<file path="src/rtl/feistel_pkg.sv">
// feistel_pkg: shared state encoding, default sizing and round-index width helper
package feistel_pkg;
   typedef enum logic [1:0] {IDLE, RUN, DONE} state_t;
   localparam int DEF_W = 64;
   localparam int DEF_ROUNDS = 16;
   function automatic int rcw(input int rounds);
      return (rounds > 1) ? $clog2(rounds) : 1;
   endfunction
endpackage

</file>
<file path="src/rtl/feistel_half_engine_round_counter.sv">
// round_counter: saturating round index, cleared on load, flags the final round
module round_counter
   import feistel_pkg::*;
#(
   parameter int ROUNDS = DEF_ROUNDS,
   localparam int RCW = rcw(ROUNDS)
) (
   input  logic           clk,
   input  logic           reset,
   input  logic           load,
   input  logic           inc,
   output logic [RCW-1:0] cnt,
   output logic           last
);
   localparam logic [RCW-1:0] LAST = RCW'(ROUNDS - 1);
   assign last = cnt == LAST;
   always_ff @(posedge clk) begin
      if (reset || load) cnt <= '0;
      else if (inc && !last) cnt <= cnt + RCW'(1);
   end
endmodule

</file>
<file path="src/rtl/feistel_half_engine.sv">
// feistel_half_engine: iterative Feistel core pacing one round per clk_en pulse,
// with the F function supplied externally through f_in/f_out.
module feistel_half_engine
   import feistel_pkg::*;
#(
   parameter int W = DEF_W,
   parameter int ROUNDS = DEF_ROUNDS,
   localparam int RCW = rcw(ROUNDS)
) (
   input  logic           clk,
   input  logic           reset,
   input  logic           clk_en,
   input  logic           in_valid,
   output logic           in_ready,
   input  logic [W-1:0]   begin_l,
   input  logic [W-1:0]   begin_r,
   input  logic           decrypt,
   output logic [W-1:0]   f_in,
   input  logic [W-1:0]   f_out,
   input  logic           f_valid,
   output logic [RCW-1:0] round_idx,
   output logic           busy,
   output logic           out_valid,
   input  logic           out_ready,
   output logic [W-1:0]   out_l,
   output logic [W-1:0]   out_r
);
   localparam logic [RCW-1:0] LAST = RCW'(ROUNDS - 1);
   state_t state, state_n;
   logic [W-1:0] l_reg, r_reg;
   logic [RCW-1:0] rnd;
   logic dec, last, load, retire;
   assign load = state == IDLE && in_valid;
   assign retire = state == RUN && clk_en && f_valid;
   round_counter #(.ROUNDS(ROUNDS)) u_cnt (
      .clk(clk), .reset(reset), .load(load), .inc(retire), .cnt(rnd), .last(last)
   );
   always_ff @(posedge clk) begin
      if (reset) state <= IDLE;
      else state <= state_n;
   end
   always_comb begin
      state_n = state;
      in_ready = state == IDLE;
      busy = state == RUN;
      out_valid = state == DONE;
      if (load) state_n = RUN;
      if (retire && last) state_n = DONE;
      if (out_valid && out_ready) state_n = IDLE;
   end
   // final round skips the swap so decryption is the same datapath with reversed subkeys
   always_ff @(posedge clk) begin
      if (reset) begin
         l_reg <= '0;
         r_reg <= '0;
         dec <= 1'b0;
      end else if (load) begin
         l_reg <= begin_l;
         r_reg <= begin_r;
         dec <= decrypt;
      end else if (retire) begin
         if (last) l_reg <= l_reg ^ f_out;
         else begin
            l_reg <= r_reg;
            r_reg <= l_reg ^ f_out;
         end
      end
   end
   assign f_in = r_reg;
   assign round_idx = dec ? LAST - rnd : rnd;
   assign out_l = out_valid ? l_reg : '0;
   assign out_r = out_valid ? r_reg : '0;
endmodule
</file>
<file path="config.mk">
export PLATFORM = sky130hd
export DESIGN_NAME = feistel_half_engine
export DESIGN_NICKNAME = d
export VERILOG_FILES = /design/src/rtl/feistel_pkg.sv /design/src/rtl/feistel_half_engine_round_counter.sv /design/src/rtl/feistel_half_engine.sv
export SDC_FILE = /design/constraint.sdc
export NUM_CORES = 1
export LEC_CHECK = 0
export CAP_MARGIN = 15
export CORE_AREA = 5 5 154 156
export CTS_CLUSTER_SIZE = 20
export DETAILED_ROUTE_END_ITERATION = 10
export DIE_AREA = 0 0 159 161
export PLACE_DENSITY = 0.78
export SLEW_MARGIN = 20
export SYNTH_ARGS = -nofsm -noshare
export SYNTH_HDL_FRONTEND = slang
export SYNTH_HIERARCHICAL = 1
export SYNTH_SLANG_ARGS = --single-unit
</file>
<file path="constraint.sdc">
create_clock -name clk -period 6.2 [get_ports clk]
set_clock_uncertainty 0.05 [all_clocks]
set_input_delay 0.62 -clock clk [delete_from_list [all_inputs] [get_ports clk]]
set_output_delay 0.62 -clock clk [all_outputs]
set_load 0.02 [all_outputs]
</file>
==> metrics.yaml <==
global_route:
  top_usage_layer: "met2"
  grt_use_met2_pct: 43.2
  grt_pass1_wl_um: 53500
  grtUsageTotal_pct: 25.5
  grt_pass1_vias: 9291
  antenna_found_initial: 2
  grt-ovfl-total: 0
  grt_util_met1_pct: 32.1
  met3_usage_pct: 6.58
  grt_max_degree: 109
synthesis:
  synth_cell_type_count: 36
  synth.area.top_cells: "dfxtp_1 31%, and2_1 9.1%, a221o_1 7.2%"
  seq_area_frac_synth_pct: 30.6
  ys_ff_latch: 135
  syn_nets: 1269
  avgSynthCellArea_um2: 8.27
  syn_area_um2: 8840
  synth-edff-count: 0
  synth_cells: 1069
  synth_top_area_share_pct: 30.6
  yosys_warnings: 6
  synthArstFlopShare_pct: 0
  yosysTopAreaCell: "dfxtp_1"
  synthFlopType: "dfxtp_1"
power:
  power.density_nw_per_um2: 210
  max-vdd-ir-drop_mv: 0.151
  p_clk_share_pct: 38.0
  p_int_mw: 1.98
  switching_share_pct: 29.4
  p_leak_nw: 4.85
  switchingPower_uw: 826
  power_frac_seq_pct: 37.3
  power.share.combinational_pct: 24.7
setup_path:
  worst_setup_path_start_kind: "flop"
  path_cells: "nor2_4 > buf_4 > and2_1 > clkdlybuf4s50_1"
  critPathKind: "reg -> out"
  arrival_ps: 3190
  cp-end-kind: "output port"
  cp_top_family: "buffers and inverters"
  cpPeakStageDelay_ps: 860
  cp_max_fo: 54
  cp_num_buf_inv: 2
  worst-endpoint-required_ps: 5530
  cp_slowest_cell: "nor2_4"
drt:
  wl_um: 34600
  final_antenna_net_count: 0
  drt-initial-drc-count: 608
  post_drt_wl_per_cell_um: 20.7
  first_pass_iters: 6
  route.detailed.drc: 0
  vias: 9499
  via_per_inst: 5.68
sta:
  max_slew.worst_pin.slew_ps: 1060
  period_needed_ps: 3860
  hold_viol_final: 0
  fmaxAchievable_ghz: 0.259
  fin_setup_tns_ps: 0
  finalCritPeriodShare_pct: 62.2
  rsz0062_at_grt: "false"
  slew_violations: 0
  setup_violations: 0
  slew_headroom_pct: 29.2
placement:
  gp_congestion: 0.860
  hpwl_um: 22600
  numPortBuffers: 397
  place_inst: 1639
floorplanning:
  top_level_ports: 398
  die_area_um2: 25600
  coreArea_um2: 22200
  num_rows: 55
  die_x_um: 159
  dieHeight_um: 161
  initial_utilization_pct: 39.8
clock_network:
  htree_levels: 4
  clockBufferDepth: 2
  cts_hold_buf: 0
  insertion_delay_ps: 420
  cts_buffers: 17
  cts.sinks: 135
  cts_tree: "done"
  cts.repair.resized: 0
  cts_setup_buffers: 0
  root_buffer: "clkbuf_16"
  path_clk_slew_ps: 70
final_layout:
  stdcell_count: 1673
  area.growth.synth_to_final_pct: 51.1
  nets: 1573
  layout-drive-gt1-share_pct: 4.18
run:
  drv_cap: 0
hold_path:
  hp-class: "reg -> reg"
outcome:
  status: "completed"
## synthesized netlist by cell type, types with 5 or more instances
library cell	count
dfxtp_1	135
buf_2	21
a311oi_1	64
nor3_1	64
buf_4	6
nand2_1	5
and2_1	128
a211o_1	64
xnor2_1	64
a221o_1	64
nor2_1	132
o21ai_0	65
mux2i_1	64
buf_6	8
clkbuf_1	86
nand2b_1	65
## power groups by stage
stage | sequential (mW) | combinational [mW] | clock [mW]
global placement | 1.06 | 0.681 | 0
finish | 1.05 | 0.695 | 1.07
floorplan | 1.08 | 0.359 | 0
global route | 1.06 | 0.747 | 1.12
CTS | 1.05 | 0.695 | 1.08
detailed placement | 1.06 | 0.693 | 0
## worst paths after layout
path | start | to | cells after the start | slack (ps)
worst max-delay path | state[0]$_SDFFE_PP0P_ | out_l[26] | 4 | 2340
worst min-delay path | f_in[52]$_SDFFE_PP0P_ | f_in[52]$_SDFFE_PP0P_ | 2 | 460
worst max register to register | state[1]$_SDFFE_PP0P_ | l_reg[52]$_SDFFE_PP0P_ | 6 | 2500
worst min register to register | f_in[52]$_SDFFE_PP0P_ | f_in[52]$_SDFFE_PP0P_ | 2 | 460
## per-layer routing
metal	vias to the layer above	part of all wire [%]
met3	41	7.8
li1	4465	-
met1	4549	41
met5	-	0
met2	444	49
met4	0	1.7
## cell families after synthesis
| group | count (synthesis) | share of synthesized area (%) |
|---|---|---|
| xor gates and xnor gates | 68 | 6.74 |
| AOI/OAI and AO/OA | 268 | 24.6 |
| and+or+nand+nor | 404 | 24.0 |
| adders and majority gates | 1 | 0.142 |
| DFF | 135 | 30.6 |
| muxes | 64 | 7.25 |
| buffers and inverters | 129 | 6.71 |
## worst reg2reg max path, cell delays in order (launching register included)
cell and delay (ps):
dfxtp_2 330, buf_4 690, or3b_4 900, inv_4 580, buf_4 480, a211o_1 280
a311oi_1 290
## stage by stage
stage / power (mW) / area [um2] / hold WS (ps) / util (%) / setup slack (ps)
2_1_floorplan: 1.44 / 8840 / 432 / - / 4170
3_3_place_gp: 1.74 / 12700 / 445 / 57.3 / 2350
3_5_place_dp: 1.76 / 12700 / 449 / 57.3 / 2270
4_1_cts: 2.82 / 13300 / 459 / 60.1 / 2220
5_1_grt: 2.93 / 13400 / 493 / 60.1 / 2090
6_report: 2.81 / 13400 / 455 / 60.1 / 2340
## area by class of cell
class	instances	area, um2
inverters	5	23.8
clock inverters	12	166
repair buffers	409	4070
diodes	2	5.00
well taps	285	357
multi-input cells	805	5580
flip-flops and latches	135	2700
fillers	1961	8870
clock buffers	20	447
## cell usage in the layout (no fill, tap or decap), types with 4 or more instances in the layout
| cell | count |
|---|---|
| clkdlybuf4s50_1 | 396 |
| nand2b_1 | 64 |
| mux2i_1 | 64 |
| a311oi_1 | 64 |
| nor3_1 | 64 |
| clkbuf_16 | 17 |
| nor2_1 | 131 |
| a21oi_1 | 4 |
| a221o_1 | 64 |
| xnor2_1 | 64 |
| and2_1 | 128 |
| buf_4 | 12 |
| a211o_1 | 64 |
| o21ai_0 | 65 |
| nand2_1 | 5 |
| xor2_1 | 4 |
| inv_6 | 4 |
| dfxtp_1 | 134 |
Note: power is estimated with default switching activity, not from simulation.
